File: src/rtl/lfsr_popcount.sv
// Purpose: count of ones in the received-vs-predicted mismatch vector.
// Latency: combinational.
// Backpressure: none.
module lfsr_popcount #(
    parameter int NUM_BITS = 32,
    parameter int CNT_W    = $clog2(NUM_BITS + 1)
) (
    input  logic [NUM_BITS-1:0] vec,
    output logic [CNT_W-1:0]    count
);
    always_comb begin
        count = '0;
        for (int i = 0; i < NUM_BITS; i++) begin
            count = count + CNT_W'(vec[i]);
        end
    end
endmodule

File: config.mk
export PLATFORM = sky130hd
export DESIGN_NAME = lfsr_popcount
export DESIGN_NICKNAME = d
export VERILOG_FILES = /design/src/rtl/lfsr_popcount.sv
export SDC_FILE = /design/constraint.sdc
export NUM_CORES = 1
export LEC_CHECK = 0
export ABC_AREA = 1
export CAP_MARGIN = 20
export CORE_ASPECT_RATIO = 0.7
export CORE_MARGIN = 4
export CORE_UTILIZATION = 36
export DETAILED_ROUTE_END_ITERATION = 7
export PLACE_DENSITY = 0.72
export SYNTH_ARGS = -nofsm -noshare
export SYNTH_HDL_FRONTEND = slang
export SYNTH_SLANG_ARGS = --single-unit
File: constraint.sdc
create_clock -name vclk -period 6.6
set_input_delay 0.66 -clock vclk [all_inputs]
set_output_delay 0.66 -clock vclk [all_outputs]
set_load 0.01 [all_outputs]
# Yosys cells after proc, flatten, opt, wreduce, memory -nomap -nowiden
# Cells that the tools add are included.
[totals] elab_cells=31 register_bits=0 out_inout_bits=6
[classes] add_sub_neg=31
[ops] operator="6-bit by 1-bit adder with 6-bit output" n=26
[ops] operator="5-bit by 1-bit adder with 6-bit output" n=1
[ops] operator="4-bit by 1-bit adder with 5-bit output" n=1
[ops] operator="3-bit by 1-bit adder with 4-bit output" n=1
[ops] operator="2-bit by 1-bit adder with 3-bit output" n=1
[ops] operator="1-bit by 1-bit adder with 2-bit output" n=1

# Longest topological paths before layout
# Gate-level depths: netlist of the first run.
[depth] ltp_word=31 depth_mapped=18 mapped_depth_nobuf=18

# Worst setup path after synthesis of the first run
# OpenSTA, ideal clock, no wires.
[synth_timing] path_kind="input-to-output" start="input vec[0]" end="output count[4]" slack_ns=1.282 path_buffers=0 path_stages=18 arrival_time_ns=4.658 cell_sequence="inv_1 > fa_1 > inv_1 > fa_1 > fa_1 > fa_1 > fa_1 > inv_1 > fa_1 > inv_1 > ha_1 > inv_1 > fa_1 > inv_1 > nand2_1 > nand2_1 > nand3_1 > nand2_1"
[synth_between] elab_chain_cells=31
[synth_lines] item="start, declared" line_no="8" rtl="input logic [NUM_BITS-1:0] vec,"
[synth_lines] item="1-bit by 1-bit adder with 2-bit output" line_no="14" rtl="count = count + CNT_W'(vec[i]);"
[synth_lines] item="2-bit by 1-bit adder with 3-bit output" line_no="14"
[synth_lines] item="3-bit by 1-bit adder with 4-bit output" line_no="14"
[synth_lines] item="4-bit by 1-bit adder with 5-bit output" line_no="14"
[synth_lines] item="5-bit by 1-bit adder with 6-bit output" line_no="14"
[synth_lines] item="6-bit by 1-bit adder with 6-bit output (26 in a row)" line_no="14"
[synth_lines] item="end, declared" line_no="9" rtl="output logic [CNT_W-1:0] count"
# No other way between the ends.

# Final worst setup path of the first run
[layout_timing] start="input vec[0]" end="output count[2]"
# Same word-level chain as after synthesis.

==> results of run 1 <==
## cells in the final DEF, fill, tap and decap left out
master,count
clkdlybuf4s50_1,37
inv_2,1
nor2_1,2
inv_1,36
dlymetal6s2s_1,1
ha_2,1
nand3_1,7
nand2_1,11
ha_1,6
fa_1,24
xnor2_1,1
a21oi_1,2
## cell type report
type,count,area (um^2)
multi-input combinational,54,673
tap,32,40.0
inverter,37,139
timing repair buffer,38,383
fill,200,902
## stage by stage
step | hold slack (ps) | util, % | cells | area (um^2)
floorplan | 1470 | - | 91 | 810
global placement | 2420 | 57.6 | 161 | 1230
finish | 2450 | 57.8 | 161 | 1230
global route | 2490 | 57.8 | 161 | 1230
detailed placement | 2430 | 57.6 | 161 | 1230
CTS | 2430 | 57.6 | 161 | 1230
## logic make-up after synthesis
kind of cell               synth area share [%]
adders and majority gates                  70.2
xor gates and xnor gates                   1.08
and+or+nand+nor                            10.4
AOI/OAI and AO/OA                          1.24
buffers and inverters                      17.2
## worst min-delay path: stages
cell and delay, ps:
clkdlybuf4s50_1 460, ha_2 150, clkdlybuf4s50_1 520
## timing repair
item                                    CTS  global route
hold endpoints to repair                  0             0
gates resized for setup                   0             2
endpoints found under the setup margin    0             1
## layer usage
metal / GRT usage (%) / vias to the layer above / wire length (um)
met5: 0 / - / 0
met4: 0 / 0 / 0
met3: 0.939 / 0 / 105
met2: 21.1 / 24 / 721
met1: 15.4 / 298 / 631
li1: - / 329 / -
## how the worst max path moves through the flow
stage	startpoint	to	slack (ps)	depth (start not counted)
floorplan	vec[0]	count[4]	1280	18
global placement	vec[0]	count[4]	180	20
detailed placement	vec[0]	count[4]	110	20
CTS	vec[0]	count[4]	100	20
global route	vec[0]	count[2]	110	16
finish	vec[0]	count[2]	310	16
==> results_dict.tcl, run 1 <==
set metrics [dict create \
    post_synth_most_frequent_cells "inv_1, fa_1, nand2_1, ha_1, nand3_1" \
    finalCriticalPeriod_ps 6290 \
    grt.overflow.total 0 \
    critical_path_class "input pin to output port" \
    grt_first_pass_wirelength_um 2770 \
    kind_of_cell_adding_the_most_delay_to_the_critical_path "adder cells" \
    setup_viol 0 \
    grt_util_all_layers_pct 11.1 \
    rsz_0062_raised_after_global_routing "no" \
    final.period_utilization_pct 95.3 \
    syn_inst 91 \
    worst-path-max-fanout 3 \
    ff_latch_area_um2 0 \
    yosys_top_cell_by_area "fa_1" \
    timing.max_slew.rel_slack_pct 86.1 \
    routedWlPerCell_um 9.06 \
    hold_path.class "input pin to output port" \
    die_height_um 47.7 \
    start_kind "input pin" \
    netlist-cell-type-count 9 \
    cpMaxStageDelayCell "fa_1" \
    die_width_um 64.7 \
    number_of_hold_violations_in_the_final_report 0 \
    core_um2 2140 \
    ant_nets 0 \
    ios 38 \
    cp-end-kind "output port" \
    die_area_um2 3080 \
    timing.final.max_slew_violations 0 \
    synthesis.area_per_instance_um2 8.90 \
    avgViaCountPerCell 4.04 \
    timing_worst_slew_pin_value_ps 209 \
    cp_num_buf_inv 7 \
    synthDominantCellAreaShare_pct 59.4 \
    seq_cells 0 \
    drive_above_1_share_pct 1.55 \
    critPathArrivalTime_ps 5630 \
    route.vias.total 651 \
    synthesis.nets 154 \
    max_cap_violations 0 \
    run_status "completed" \
    final.setup.worst_slack_ps 310 \
    min_to "count[0]" \
    crit_path_cell_trace "clkdlybuf4s50_1 -> inv_1 -> fa_1 -> inv_1 -> fa_1 -> fa_1 -> fa_1 -> fa_1 -> inv_1 -> fa_1 -> inv_1 -> ha_2 -> inv_1 -> fa_1 -> xnor2_1 -> clkdlybuf4s50_1" \
    via_count_of_the_first_global_routing_pass 677 \
    ant_diodes 0 \
    cts.repair_timing.setup_buffer_count 0 \
    nets 194 \
    initial_core_utilization_pct 37.9 \
    clkbuf_count 0 \
    buffer_ports.inserted 38 \
    crit_top_cell "fa_1" \
    synth-warning-count 0 \
    drt_first_pass_iters 4 \
    worst_hold_startpoint "vec[2]" \
    drtIter0Drc 9 \
    setup_tns_ps 0 \
    placement_rows 14 \
    place.detailed.hpwl_um 1460 \
    preCtsSetupSlack_ps 109 \
    timing.hold.worst_path_depth 3 \
    syn_to_final_growth_pct 52.5 \
    globalplace.congestion 0.714 \
    synth-seq-area-share_pct 0 \
    fmax_ghz 0.159 \
    syn_area_um2 810 \
    wirelength_um 1460 \
    cts_hold_buf 0 \
    critical_path_rt_ps 5940 \
    drt_drc_violations_left 0 \
    synthMostInstantiatedCell "inv_1" \
    crit_path_max_incr_delay_ps 550 \
    grt_start_max_net_pins 7 \
    initial_antenna_violation_count 0 \
    yosys-top-cells-area "fa_1, inv_1, ha_1, nand2_1, nand3_1" \
]
Power of run 1 is not shown: default switching activity piles up to over one toggle a cycle in this logic, so the estimate is an artifact.
==> run 2: changes to the inputs <==
==> config.mk (replaced) <==
export PLATFORM = sky130hd
export DESIGN_NAME = lfsr_popcount
export DESIGN_NICKNAME = d
export VERILOG_FILES = /design/src/rtl/lfsr_popcount.sv
export SDC_FILE = /design/constraint.sdc
export NUM_CORES = 1
export LEC_CHECK = 0
export CAP_MARGIN = 20
export CORE_MARGIN = 5
export CORE_UTILIZATION = 43
export DETAILED_ROUTE_END_ITERATION = 7
export PLACE_DENSITY = 0.85
export SYNTH_ARGS = -nofsm -noshare
export SYNTH_HDL_FRONTEND = slang
export SYNTH_SLANG_ARGS = --single-unit
==> results_dict.tcl, run 2 <==
set metrics [dict create \
    run_status "completed" \
    number_of_hold_violations_in_the_final_report 0 \
    synthesis.nets 136 \
    seq_cells 0 \
    buffer_ports.inserted 38 \
    cts_hold_buf 0 \
    timing_worst_slew_pin_value_ps 154 \
    core_um2 1710 \
    grt_first_pass_wirelength_um 2900 \
    route.vias.total 590 \
    die_height_um 52.0 \
    clkbuf_count 0 \
    die_width_um 52.0 \
    nets 176 \
    setup_tns_ps 0 \
    fmax_ghz 0.158 \
    critical_path_rt_ps 5940 \
    post_synth_most_frequent_cells "inv_1, fa_1, ha_1" \
    syn_area_um2 758 \
    ios 38 \
    final_common_cell "clkdlybuf4s50_1" \
    synthesis.area_per_instance_um2 10.4 \
    drive_above_1_share_pct 2.70 \
    syn_to_final_growth_pct 54.8 \
    synth-seq-area-share_pct 0 \
    ff_latch_area_um2 0 \
    avgViaCountPerCell 4.34 \
    via_count_of_the_first_global_routing_pass 704 \
    yosys-top-cells-area "fa_1, inv_1, ha_1, a21oi_2, xnor2_1" \
    final_cell_mix "clkdlybuf4s50_1, inv_1, fa_1" \
    cp-end-kind "output port" \
    dpl_cell_area_um2 1170 \
    place.detailed.hpwl_um 1620 \
    netlist-cell-type-count 11 \
    start_kind "input pin" \
    critPathArrivalTime_ps 5680 \
    initial_antenna_violation_count 0 \
    synthDominantCellAreaShare_pct 63.4 \
    timing.final.max_slew_violations 0 \
    grt.overflow.total 0 \
    setup_viol 0 \
    hold_path.class "input pin to output port" \
    yosys_top_cell_by_area "fa_1" \
    worst-path-max-fanout 2 \
    critical_path_class "input pin to output port" \
    grt_start_max_net_pins 4 \
    design_area_um2 1170 \
    drt_first_pass_iters 3 \
    layout.core_utilization_pct 68.7 \
    syn_inst 73 \
    ant_nets 0 \
    drtIter0Drc 1 \
    routedWlPerCell_um 11.8 \
    initial_core_utilization_pct 44.4 \
    synthMostInstantiatedCell "inv_1" \
    die_area_um2 2700 \
    globalplace.congestion 0.672 \
    rsz_0062_raised_after_global_routing "no" \
    drt_drc_violations_left 0 \
    max_cap_violations 0 \
    n_fill_cell 135 \
    placement_rows 15 \
    synth-warning-count 0 \
    final.period_utilization_pct 96.1 \
    grt_util_all_layers_pct 14.0 \
    wirelength_um 1600 \
    cts.repair_timing.setup_buffer_count 0 \
    finalCriticalPeriod_ps 6340 \
    ant_diodes 0 \
    timing.max_slew.rel_slack_pct 89.6 \
]
## run 2: timing repair
item,in CTS,in global routing
resized for setup,1,2
pin swaps,0,0
endpoints found under the setup margin,1,1
## run 2: cells by family (layout without fill, tap and decap cells)
family                     Yosys count  count (layout)  synth area share, %
and+or+nand+nor                      5               5                 2.81
adders and majority gates           31              31                 74.9
buffers and inverters               30              68                 14.9
AOI/OAI and AO/OA                    4               4                 3.96
xor gates and xnor gates             3               3                 3.47
## run 2: layout make-up
cell class | instances | area [um^2] | area share [%]
multi-input cells | 43 | 648 | 55.2
inverters | 30 | 113 | 9.59
well taps | 25 | 31.3 | 2.67
repair buffers | 38 | 382 | 32.5
## run 2: path summary, 6_finish.rpt
path | start | to | slack (ps) | cells past startpoint
max | vec[0] | count[5] | 260 | 16
min | vec[2] | count[3] | 2410 | 6
## run 2: critical path, cell delays in order
cell	delay [ps]
clkdlybuf4s50_1	450
inv_1	50
fa_1	530
inv_1	50
fa_1	420
fa_1	510
fa_1	520
fa_1	540
inv_1	60
fa_2	590
inv_1	50
ha_1	280
a21o_1	190
a21oi_2	180
o21ai_0	110
clkdlybuf4s50_1	480
## run 2: stage by stage
step | setup slack (ps) | instances | hold WS (ps)
after global routing | 29.2 | 136 | 2470
after global placement | 85.5 | 136 | 2420
final | 260 | 136 | 2410
after CTS | 141 | 136 | 2440
after detailed placement | 12.8 | 136 | 2440
after floorplan | 1110 | 73 | 1470
## run 2: layer usage
layer / wire length [um] / up-vias / track usage, %
met5: 0 / - / 0
met4: 0 / 0 / 0
met3: 147 / 0 / 3.15
met2: 995 / 24 / 30.1
met1: 456 / 290 / 13.8
li1: - / 276 / -
Power of run 2 is left out for the same reason.
